File: config.mk
export PLATFORM = sky130hd
export DESIGN_NAME = mcs4_bus_initiator
export DESIGN_NICKNAME = d
export VERILOG_FILES = /design/src/rtl/mcs4_bus_initiator.sv
export SDC_FILE = /design/constraint.sdc
export NUM_CORES = 1
export LEC_CHECK = 0
export CAP_MARGIN = 15
export CORE_ASPECT_RATIO = 0.6
export CORE_UTILIZATION = 35
export CTS_CLUSTER_DIAMETER = 200
export CTS_CLUSTER_SIZE = 12
export DETAILED_ROUTE_END_ITERATION = 10
export PLACE_DENSITY = 0.66
export SETUP_SLACK_MARGIN = 0.2
export SYNTH_ARGS = -nofsm -noshare
export SYNTH_HDL_FRONTEND = slang
export SYNTH_SLANG_ARGS = --single-unit
File: constraint.sdc
create_clock -name clk -period 1.9 [get_ports clk]
set_clock_uncertainty 0.1 [all_clocks]
set_input_delay 0.38 -clock clk [delete_from_list [all_inputs] [get_ports clk]]
set_output_delay 0.38 -clock clk [all_outputs]
set_load 0.02 [all_outputs]
File: src/rtl/mcs4_bus_initiator.sv
// MCS-4 bus initiator: drives the 8-phase instruction cycle so a host can read
// ROM bytes and write/read i4002 RAM characters and output ports.
module mcs4_bus_initiator #(
  parameter int RAM_BANK  = 2,
  parameter bit IDLE_SYNC = 1'b1
) (
  input  logic        clk,
  input  logic        rst,
  input  logic [3:0]  dbus_in,
  output logic [3:0]  dbus_out,
  output logic        sync,
  output logic        cm_rom,
  output logic [3:0]  cm_ram,
  input  logic        cmd_valid,
  output logic        cmd_ready,
  input  logic [1:0]  cmd_op,
  input  logic [11:0] cmd_addr,
  input  logic [3:0]  cmd_wdata,
  output logic        rsp_valid,
  output logic [7:0]  rsp_data
);
  localparam logic [2:0] A1 = 3'd0, A2 = 3'd1, A3 = 3'd2, M1 = 3'd3,
                         M2 = 3'd4, X1 = 3'd5, X2 = 3'd6, X3 = 3'd7;
  localparam logic [1:0] OP_ROM_READ = 2'd0, OP_RAM_WRITE = 2'd1,
                         OP_RAM_READ = 2'd2;
  localparam logic [3:0] BANK_MASK = 4'(1 << RAM_BANK);

  // ARMED holds an accepted command until the next cycle boundary.
  typedef enum logic [2:0] {IDLE, ARMED, ROM_CYC, SRC_CYC, IO_CYC} state_t;

  state_t      state, state_nx;
  logic [2:0]  phase;
  logic [1:0]  op;
  logic [11:0] addr;
  logic [3:0]  wdata;
  logic [7:0]  rsp_q;
  logic        accept;
  logic [3:0]  io_opa;

  assign accept    = cmd_valid && cmd_ready;
  assign cmd_ready = (state == IDLE);
  assign rsp_data  = rsp_q;

  // Free-running bus phase, A1..X3.
  always_ff @(posedge clk) begin
    if (rst) phase <= A1;
    else     phase <= phase + 3'd1;
  end

  // Capture the command on handshake.
  always_ff @(posedge clk) begin
    if (rst) begin
      op    <= 2'd0;
      addr  <= 12'd0;
      wdata <= 4'd0;
    end else if (accept) begin
      op    <= cmd_op;
      addr  <= cmd_addr;
      wdata <= cmd_wdata;
    end
  end

  // FSM state register.
  always_ff @(posedge clk) begin
    if (rst) state <= IDLE;
    else     state <= state_nx;
  end

  // Read data capture: OPR/OPA in ROM M1/M2, RAM character in IO X2.
  always_ff @(posedge clk) begin
    if (rst) rsp_q <= 8'd0;
    else if (state == ROM_CYC && phase == M1) rsp_q[7:4] <= dbus_in;
    else if (state == ROM_CYC && phase == M2) rsp_q[3:0] <= dbus_in;
    else if (state == IO_CYC && op == OP_RAM_READ && phase == X2)
      rsp_q <= {4'h0, dbus_in};
  end

  always_comb begin
    case (op)
      OP_RAM_WRITE: io_opa = 4'h0;  // WRM
      OP_RAM_READ:  io_opa = 4'h9;  // RDM
      default:      io_opa = 4'h1;  // WMP
    endcase
  end

  // Next state and per-phase bus drive.
  always_comb begin
    state_nx  = state;
    dbus_out  = 4'h0;
    sync      = 1'b0;
    cm_rom    = 1'b0;
    cm_ram    = 4'h0;
    rsp_valid = 1'b0;
    case (state)
      IDLE: begin
        sync = IDLE_SYNC && (phase == X3);
        if (accept) begin
          if (phase == X3) state_nx = (cmd_op == OP_ROM_READ) ? ROM_CYC : SRC_CYC;
          else             state_nx = ARMED;
        end
      end
      ARMED: begin
        sync = IDLE_SYNC && (phase == X3);
        if (phase == X3) state_nx = (op == OP_ROM_READ) ? ROM_CYC : SRC_CYC;
      end
      ROM_CYC: begin
        sync = (phase == X3);
        case (phase)
          A1: dbus_out = addr[3:0];
          A2: dbus_out = addr[7:4];
          A3: begin dbus_out = addr[11:8]; cm_rom = 1'b1; end
          X1: rsp_valid = 1'b1;
          default: ;
        endcase
        if (phase == X3) state_nx = IDLE;
      end
      SRC_CYC: begin
        sync = (phase == X3);
        // ROMs stay unselected, so the initiator owns the M phases.
        case (phase)
          M1: dbus_out = 4'h2;
          M2: dbus_out = 4'h1;
          X2: begin dbus_out = addr[7:4]; cm_ram = BANK_MASK; end
          X3: dbus_out = addr[3:0];
          default: ;
        endcase
        if (phase == X3) state_nx = IO_CYC;
      end
      IO_CYC: begin
        sync = (phase == X3);
        case (phase)
          M1: dbus_out = 4'hE;
          M2: begin dbus_out = io_opa; cm_ram = BANK_MASK; end
          X2: dbus_out = (op == OP_RAM_READ) ? 4'h0 : wdata;
          X3: rsp_valid = (op == OP_RAM_READ);
          default: ;
        endcase
        if (phase == X3) state_nx = IDLE;
      end
      default: state_nx = IDLE;
    endcase
  end
endmodule

Word level (Yosys, flattened, before mapping):

Index checks and enable logic that the tools add are counted.

* input port bits: 25
* word-level logic and storage cells: 70
* bits in registers: 32
* output and inout port bits: 20

* bitwise operators: 1
* equality and inequality tests: 18
* multiplexer cells: 27
* add/subtract/negate cells: 1
* reductions and logical operators: 16

Operators by type and width (number)
* 4-bit one-hot mux with 3 select lines: 3
* 3-bit 2-to-1 mux: 6
* 4-bit 2-to-1 mux: 4
* 4-bit one-hot mux with 4 select lines: 1
* 3-bit equality test (second input constant): 5
* 3-bit by 2-bit equality test with 1-bit output (second input constant): 4
* 3-bit one-hot mux with 4 select lines: 1
* 8-bit 2-to-1 mux: 1
* 4-bit one-hot mux with 2 select lines: 1
* 1-bit 2-to-1 mux: 7
* 3-bit by 1-bit equality test with 1-bit output (second input constant): 2
* 3-bit zero test: 2
* 2-bit != test (second input constant): 3
* 3-bit one-hot mux with 2 select lines: 1
* 1-bit logical AND: 5
* 5-bit OR reduction: 1
* 2-bit zero test: 2
* 2-bit by 1-bit != test with 1-bit output (second input constant): 2
* 2-bit AND reduction: 2
* 4-bit AND reduction: 1
* 2-bit nonzero test: 2
* 3-bit by 1-bit adder with 3-bit output (second input constant): 1
* 2-bit by 1-bit equality test with 1-bit output (second input constant): 1
* 2-bit equality test (second input constant): 1
* other kinds (4): 4

Depth between registers and ports, before layout:

Gate-level depths: netlist of run 1.

* depth after elaboration: 6
* mapped depth: 7
* gate-level depth less buffers: 6

Worst setup path before layout of run 1:

OpenSTA, ideal clock, no wires.

* kind: reg2out
* start: register phase[0]
* end: output dbus_out[0]
* required time: 1.420 ns
* stages on the path, launching flop included: 8
* slack: -0.295 ns
* path buffers: 1
* data arrival time: 1.715 ns
* path through: dfxtp_1 > inv_1 > ha_1 > clkbuf_1 > nand2_1 > o21bai_1 > o2111ai_1 > o21ai_0

* cells in the longest elaborated chain, start to end: 3
* elaborated cells on any way between the ends: 11
* classes of those cells: 6 x eq/ne; 4 x mux; 1 x reduce/logical

RTL lines
* start: declaration: RTL line 32 `logic [2:0] phase;`
* start signal: assignment: RTL line 47 `else phase <= phase + 3'd1;`
* 3-bit equality test, or another cell as far along: RTL line 120 `case (phase)`
* 4-bit one-hot mux with 4 select lines, or another cell as far along: RTL line 120
* 4-bit one-hot mux with 3 select lines (*): RTL line 94 `case (state)`
* end: declaration: RTL line 10 `output logic [3:0] dbus_out,`

Every way passes the cells marked *; elsewhere a longest branch is shown, timed or not.

Worst setup path after layout of run 1:

* start: register phase[0]
* end: output dbus_out[3]

The elaborated chain is that of the path after synthesis.

==> impl_metrics.toml, run 1 <==
[sta]
final_cycle_share_pct = 115
timing.final.hold_violations = 0
layout_min_cycle_time_ns = 2.19
clock.fmax_mhz = 457
setup_viol_count_final = 8
final.setup.worst_slack_ns = -0.288
hold_worst_slack_ns = 0.359
slew_violations = 0
grt_setup_unrepaired = "true"

[global_routing]
globalRouteTotalUtil_pct = 20.2
via_count_of_the_first_global_routing_pass = 1624
grtUsageMet1_pct = 29.2
top_usage_layer = "met2"
grt.overflow.total = 0
use_met2_pct = 29.5
maximum_number_of_pins_on_one_net_before_global_route_repair = 37
antenna_found_initial = 0
grt_first_pass_wirelength_um = 7970
grt.met3_usage_pct = 4.82

[critical_path]
cp_data_required_time_ns = 1.42
setup.worst_path.end_class = "primary output"
timing.setup.critical_path_class = "reg -> out"
kind_of_start_point_of_the_critical_path = "flop"
timing.critical_path.fanout_max = 5
cp_data_arrival_time_ns = 1.71

[layout]
final_design_area_no_fill_um2 = 2740
most_frequent_standard_cell_in_the_layout_excluding_fill_and_tap_cells = "sky130_fd_sc_hd__nand2_1"
most-common-layout-cells = "sky130_fd_sc_hd__nand2_1 (41), sky130_fd_sc_hd__buf_4 (32), sky130_fd_sc_hd__dfxtp_1 (28)"
layout-drive-gt1-share_pct = 34.5
n_fill_cell = 410
area_growth_from_synthesis_to_layout_pct = 63.7
fin_nets = 305
antennaDiodeCount = 0

[detailed_routing]
wl_cell_um = 14.5
post_drt_via_cell_ratio = 5.07
drt_first_pass_iters = 4
routed_wl_um = 4890
drc = 0
antenna_nets_post_route = 0
route.vias.total = 1715
drtIter0Drc = 82

[die]
core_area_um2 = 4590
die_area_um2 = 5070
start_util_pct = 36.4
placement_rows = 19
die_width_um = 91.2
floorplan.io_pins = 45
die_y_um = 55.5

[clock_network]
ctsRootBufferMaster = "sky130_fd_sc_hd__clkbuf_8"
clkLatencyLatePin_ns = 0.29
clk_pin_slew_worst_paths_ns = 0.07
tritoncts.num_buffers = 5
h-tree-depth = 2
tritoncts = "built"
clk_path_buf_depth = 2
cts.sink_count = 32

[power]
power-per-cell-area_nw_per_um2 = 586
p_leak_nw = 1.05
maximum_vdd_drop_uv = 441

[logic_synthesis]
post-synth-top-area-fraction_pct = 38.3
synthDistinctLibCells = 43
netlist_top_cells_area = "sky130_fd_sc_hd__dfxtp_1 (38%), sky130_fd_sc_hd__nand2_1 (9.9%), sky130_fd_sc_hd__a21oi_1 (6.6%)"
synth_area_um2 = 1670
flip_flop_and_latch_count_after_synthesis = 32
asyncSetResetFlopFracSynth_pct = 0
synth_flop_cell = "sky130_fd_sc_hd__dfxtp_1"
yosysTopAreaCell = "sky130_fd_sc_hd__dfxtp_1"
synth_sequential_area_ratio_pct = 38.3
synth-edff-count = 0
synthesis.yosys.warnings = 0
netlist_instances = 201
syn-mean-instance-area_um2 = 8.32

[placement]
gpl.final_weighted_congestion = 0.874
placement.io_buffers = 41
area_post_placement_um2 = 2450
place.detailed.hpwl_um = 3500

[run]
max_cap_check_violation_count = 0

[hold_path]
hold_class = "reg -> reg"

[run_status]
failing_checks = "setup timing"
outcome = "finished, violations left"
-- cell usage after synthesis (2+ instances only) --
cell                       count
sky130_fd_sc_hd__nand2_1      44
sky130_fd_sc_hd__dfxtp_1      32
sky130_fd_sc_hd__a21oi_1      22
sky130_fd_sc_hd__nor2_1       10
sky130_fd_sc_hd__nand2b_1      9
sky130_fd_sc_hd__a22oi_1       7
sky130_fd_sc_hd__clkbuf_1      7
sky130_fd_sc_hd__ha_1          6
sky130_fd_sc_hd__o21ai_0       6
sky130_fd_sc_hd__a222oi_1      4
sky130_fd_sc_hd__buf_2         4
sky130_fd_sc_hd__buf_4         4
sky130_fd_sc_hd__inv_1         4
sky130_fd_sc_hd__mux2i_1       4
sky130_fd_sc_hd__and2_1        3
sky130_fd_sc_hd__nor4b_1       3
sky130_fd_sc_hd__nand3_1       2
sky130_fd_sc_hd__nand3b_1      2
sky130_fd_sc_hd__nor2b_1       2
sky130_fd_sc_hd__o221ai_1      2
sky130_fd_sc_hd__o22a_1        2
-- per-layer routing --
layer  wire length (um)  part of all wire, %  vias to the layer above
met3                235                  4.8                        5
li1                   -                    -                      851
met1               2460                   50                      815
met2               2160                   44                       44
met5                  0                    0                        -
met4                 36                 0.74                        0
-- registers in the layout (all words and copies together), names as in the netlist --
register  count
phase         3
op            2
addr         12
wdata         4
rsp_data      8
state         3
-- stage by stage --
stage / setup TNS (ns) / cells / worst slack, ns / total power [mW] / util (%)
floorplan: 0 / 203 / 0.138 / 0.891 / -
global placement: -2.00 / 323 / -0.379 / 1.02 / 53.5
detailed placement: -2.24 / 323 / -0.425 / 1.03 / 53.5
CTS: -1.53 / 337 / -0.321 / 1.60 / 58.1
global route: -2.27 / 338 / -0.358 / 1.68 / 59.6
finish: -1.59 / 338 / -0.288 / 1.60 / 59.6
-- worst paths after layout --
| check | from | to | slack, ns | cells past startpoint |
|---|---|---|---|---|
| setup / recovery | phase[0] | dbus_out[3] | -0.29 | 7 |
| hold / removal | addr[11] | addr[11] | 0.36 | 2 |
| setup reg to reg | phase[0] | rsp_data[2] | 0.01 | 7 |
| hold reg to reg | addr[11] | addr[11] | 0.36 | 2 |
-- power by group --
part | switching, mW | internal (mW) | total, mW
Sequential | 0.0293 | 0.701 | 0.730
Combinational | 0.147 | 0.177 | 0.324
Clock | 0.261 | 0.289 | 0.550
-- cells by family after synthesis --
logic type,Yosys count,share of synthesized area [%]
flip-flops,32,38.3
AND/OR/NAND/NOR,84,27.0
other,1,0.224
AO/OA/AOI/OAI,53,21.2
buffers and inverters,20,5.69
adder cells (fa/ha/maj),6,4.49
multiplexers,5,3.07
-- what timing repair did --
item,in CTS,in global routing
buffers inserted,6,1
hold buffers,0,0
pin swaps,9,13
setup endpoints to repair,25,17
gates resized for setup,76,13
-- critical path, stage by stage (launching register included) --
cell and delay [ns]:
sky130_fd_sc_hd__dfxtp_4 0.38, sky130_fd_sc_hd__inv_4 0.05, sky130_fd_sc_hd__ha_4 0.17, sky130_fd_sc_hd__buf_4 0.13, sky130_fd_sc_hd__a222oi_1 0.30, sky130_fd_sc_hd__o22a_1 0.19, sky130_fd_sc_hd__o21ai_2 0.06, sky130_fd_sc_hd__buf_6 0.13
-- layout make-up --
class	count	area (um^2)	share of cell area, %
sequential	32	651	23.8
multi-input combinational	151	1150	41.9
clock buffer	6	82.6	3.02
clock inverter	2	10.0	0.366
inverter	4	17.5	0.640
timing repair buffer	80	751	27.4
tap	63	78.8	2.88
(Power assumes the default switching activity.)
==> run 2, diff against run 1 <==
- HOLD_SLACK_MARGIN: unset -> 0.05
- PLACE_DENSITY: 0.66 -> 0.64
- clock period: 1.9 -> 2.8 ns (I/O delays scaled with it)
==> impl_metrics.toml, run 2 (same netlist as run 1, synthesis figures left out) <==
[placement]
gpl.final_weighted_congestion = 0.866
setup_ws_pre_cts_ns = 0.121
placement.io_buffers = 41
place.detailed.hpwl_um = 3130
area_post_placement_um2 = 2160

[critical_path]
cp_data_arrival_time_ns = 1.82
kind_of_start_point_of_the_critical_path = "flop"
cp_data_required_time_ns = 2.14
depth_of_the_worst_register_to_register_path = 6
timing.setup.critical_path_class = "reg -> out"
setup.worst_path.end_class = "primary output"
critical_path.reg2reg.startpoint = "phase[0]"
worst_setup_path_startpoint = "phase[1]"
timing.critical_path.fanout_max = 9

[power]
p_leak_nw = 0.817
post-layout-total-power_uw = 984
power-per-cell-area_nw_per_um2 = 431
maximum_vdd_drop_uv = 202

[sta]
worst_pin_slew_ns = 0.609
final.setup.worst_slack_ns = 0.321
clock.fmax_mhz = 403
slew_headroom_pct = 59.4
final_cycle_share_pct = 88.5
setup_viol_count_final = 0
final.setup.tns_ns = 0
layout_min_cycle_time_ns = 2.48
timing.final.hold_violations = 0
grt_setup_unrepaired = "false"
slew_violations = 0
hold_worst_slack_ns = 0.368

[die]
die_area_um2 = 5070
die_width_um = 91.2
start_util_pct = 36.4
placement_rows = 19
die_y_um = 55.5
core_area_um2 = 4590
floorplan.io_pins = 45

[clock_network]
cts_hold_buf = 0
clkLatencyLatePin_ns = 0.29
ctsRootBufferMaster = "sky130_fd_sc_hd__clkbuf_8"
h-tree-depth = 2
cts.sink_count = 32
cts_setup_buffers = 0
tritoncts.num_buffers = 5
post_cts_resized = 17
tritoncts = "built"
clk_path_buf_depth = 2
clk_pin_slew_worst_paths_ns = 0.06

[global_routing]
globalRouteTotalUtil_pct = 17.4
grt_first_pass_wirelength_um = 6840
grt.overflow.total = 0
antenna_found_initial = 0
via_count_of_the_first_global_routing_pass = 1369
maximum_number_of_pins_on_one_net_before_global_route_repair = 19

[detailed_routing]
routed_wl_um = 4180
drt_first_pass_iters = 7
post_drt_via_cell_ratio = 5.06
route.vias.total = 1557
drtIter0Drc = 154
drc = 0
wl_cell_um = 13.6
antenna_nets_post_route = 0

[layout]
fin_nets = 276
final_design_area_no_fill_um2 = 2280
area_growth_from_synthesis_to_layout_pct = 36.6
largest_register_ff_count = 12
antennaDiodeCount = 0
most-common-layout-cells = "sky130_fd_sc_hd__nand2_1 (44), sky130_fd_sc_hd__clkdlybuf4s50_1 (34), sky130_fd_sc_hd__dfxtp_1 (30)"
largest-register = "addr"
layout-drive-gt1-share_pct = 15.1
most_frequent_standard_cell_in_the_layout_excluding_fill_and_tap_cells = "sky130_fd_sc_hd__nand2_1"

[run_status]
outcome = "finished clean"

[hold_path]
hold_path_depth = 2
hold_class = "reg -> reg"
min-delay-start = "wdata[0]"

[run]
max_cap_check_violation_count = 0
run 2: power breakdown:
part	switching [mW]	leakage [nW]	internal, mW
clock	0.163	0.0410	0.169
sequential	0.0207	0.262	0.476
combinational	0.0765	0.514	0.0795
total	0.260	0.817	0.724
run 2: per-layer routing:
layer / part of all wire [%] / track usage [%] / up-vias
li1: - / - / 790
met1: 52 / 26.6 / 708
met2: 41 / 22.7 / 54
met3: 7.1 / 5.23 / 5
met4: 0.69 / 5.44 / 0
met5: 0 / 0 / -
run 2: metrics by stage:
step / std cells / util, %
floorplan: 203 / -
global placement: 301 / 47.2
detailed placement: 301 / 47.2
CTS: 308 / 49.1
global route: 308 / 49.8
finish: 308 / 49.8
run 2: final timing paths:
check                      to  slack, ns
setup / recovery  dbus_out[0]       0.32
hold / removal       wdata[0]       0.37
setup reg to reg  rsp_data[0]       0.93
hold reg to reg      wdata[0]       0.37
run 2: final cells by class:
| cell class | instances | area (um^2) |
|---|---|---|
| sequential | 32 | 643 |
| tap | 63 | 78.8 |
| timing repair buffer | 51 | 472 |
| multi-input combinational | 151 | 997 |
| fill | 440 | 2300 |
| inverter | 4 | 15.0 |
| clock inverter | 1 | 5.00 |
| clock buffer | 6 | 72.6 |
run 2: critical path, stage by stage (launching register included):
cell and delay [ns]:
sky130_fd_sc_hd__dfxtp_2 0.37, sky130_fd_sc_hd__inv_1 0.07, sky130_fd_sc_hd__ha_2 0.24, sky130_fd_sc_hd__a222oi_1 0.36, sky130_fd_sc_hd__o22a_1 0.18, sky130_fd_sc_hd__o21ai_1 0.07
sky130_fd_sc_hd__clkdlybuf4s15_2 0.25
==> run 3, diff against run 2 <==
- CORE_MARGIN: unset -> 10
- CTS_BUF_LIST: unset -> sky130_fd_sc_hd__clkbuf_4 sky130_fd_sc_hd__clkbuf_8
- SLEW_MARGIN: unset -> 15
==> impl_metrics.toml, run 3 (same netlist as run 1, synthesis figures left out) <==
[power]
p_sw_share_pct = 26.3
p_seq_share_pct = 48.9
p_leak_nw = 0.820
post-layout-total-power_mw = 1.02
maximum_vdd_drop_uv = 245
pwr-share-clk_pct = 36.1
total_switching_power_uw = 267
power-per-cell-area_nw_per_um2 = 445
combinationalPowerShare_pct = 15.0
cell_internal_pwr_uw = 749

[clock_network]
clkLatencyLatePin_ns = 0.28
tritoncts = "built"
cts_setup_buffers = 0
clk_path_buf_depth = 2
ctsRootBufferMaster = "sky130_fd_sc_hd__clkbuf_8"
cts.sink_count = 32
cts_hold_buf = 0
h-tree-depth = 2
clk_pin_slew_worst_paths_ns = 0.07
tritoncts.num_buffers = 5

[die]
die_area_um2 = 8030
start_util_pct = 36.4
die_y_um = 73.5
floorplan.io_pins = 45
core_area_um2 = 4590
die_width_um = 109
placement_rows = 19

[sta]
layout_min_cycle_time_ns = 2.56
clock.fmax_mhz = 391
worst_pin_slew_ns = 0.602
setup_viol_count_final = 0
slew_violations = 0
grt_setup_unrepaired = "true"
hold_worst_slack_ns = 0.373
final_cycle_share_pct = 91.3
timing.final.hold_violations = 0
final.setup.tns_ns = 0
slew_headroom_pct = 59.8
final.setup.worst_slack_ns = 0.242

[layout]
layout-drive-gt1-share_pct = 16.2
final_cells = 310
fin_nets = 277
antennaDiodeCount = 0
largest-register = "addr"
area_growth_from_synthesis_to_layout_pct = 36.8
final_util_pct = 49.8
final_design_area_no_fill_um2 = 2290
most_frequent_standard_cell_in_the_layout_excluding_fill_and_tap_cells = "sky130_fd_sc_hd__nand2_1"
most-common-layout-cells = "sky130_fd_sc_hd__nand2_1 (44), sky130_fd_sc_hd__clkdlybuf4s50_1 (34), sky130_fd_sc_hd__dfxtp_1 (30)"
largest_register_ff_count = 12
n_fill_cell = 442

[global_routing]
via_count_of_the_first_global_routing_pass = 1491
grt.overflow.total = 0
maximum_number_of_pins_on_one_net_before_global_route_repair = 19
grt_first_pass_wirelength_um = 7440
globalRouteTotalUtil_pct = 11.5
antenna_found_initial = 0

[detailed_routing]
drc = 0
routed_wl_um = 4560
post_drt_via_cell_ratio = 5.03
wl_cell_um = 14.7
antenna_nets_post_route = 0
drtIter0Drc = 137
route.vias.total = 1560
drt_first_pass_iters = 4

[placement]
area_post_placement_um2 = 2170
gpl.final_weighted_congestion = 0.888
place.detailed.hpwl_um = 3510
placement.io_buffers = 41
dpl.cell_count = 302
setup_ws_pre_cts_ns = 0.0894

[critical_path]
r2r-end = "rsp_data[1]"
kind_of_start_point_of_the_critical_path = "flop"
timing.critical_path.fanout_max = 6
worst_setup_path_startpoint = "phase[0]"
setup.worst_path.end_class = "primary output"
worst-r2r-setup-slack_ns = 0.87
depth_of_the_worst_register_to_register_path = 6
critical_path.reg2reg.startpoint = "phase[0]"
timing.setup.critical_path_class = "reg -> out"
timing.critical_path.to = "dbus_out[1]"
cp_data_arrival_time_ns = 1.90
cp_data_required_time_ns = 2.14

[run_status]
outcome = "finished clean"

[run]
max_cap_check_violation_count = 0

[hold_path]
hold_class = "reg -> reg"
-- run 3: worst min-delay path by stage --
stage / from / to / slack (ns) / cells past startpoint
after global routing: addr[11] / addr[11] / 0.38 / 2
after CTS: wdata[0] / wdata[0] / 0.36 / 2
after floorplan: wdata[1] / wdata[1] / 0.33 / 2
after global placement: wdata[0] / wdata[0] / 0.35 / 2
final: wdata[3] / wdata[3] / 0.37 / 2
after detailed placement: wdata[0] / wdata[0] / 0.35 / 2
-- run 3: layout make-up --
| type | count | area (um^2) | area share (%) |
|---|---|---|---|
| clock buffers | 6 | 82.6 | 3.61 |
| multi-input cells | 151 | 975 | 42.6 |
| repair buffers | 52 | 482 | 21.1 |
| well taps | 63 | 78.8 | 3.45 |
| flip-flops and latches | 32 | 643 | 28.1 |
| inverters | 4 | 15.0 | 0.657 |
| clock inverters | 2 | 10.0 | 0.438 |
-- run 3: metal layers --
layer	up-vias	part of all wire, %	GRT usage, %
li1	795	-	-
met1	710	51	16.1
met2	50	41	16.2
met3	5	7.2	4.19
met4	0	0.59	2.73
met5	-	0	0
-- run 3: timing repair --
action / CTS / global route
gates resized for setup: 18 / 11
setup endpoints to repair: 8 / 5
pin swaps: 1 / 1
-- run 3: critical path, cell delays in order (launching register included) --
cell and delay (ns):
sky130_fd_sc_hd__dfxtp_1 0.32, sky130_fd_sc_hd__buf_4 0.16, sky130_fd_sc_hd__ha_1 0.22, sky130_fd_sc_hd__ha_2 0.21
sky130_fd_sc_hd__a221oi_1 0.28, sky130_fd_sc_hd__o221ai_1 0.14, sky130_fd_sc_hd__clkdlybuf4s15_2 0.28
-- run 3: power groups by stage --
stage / clock, mW / combinational (mW) / sequential [mW]
3_5_place_dp: 0 / 0.147 / 0.505
4_1_cts: 0.373 / 0.149 / 0.495
6_report: 0.367 / 0.153 / 0.497
2_1_floorplan: 0 / 0.0884 / 0.499
3_3_place_gp: 0 / 0.146 / 0.505
5_1_grt: 0.395 / 0.169 / 0.499
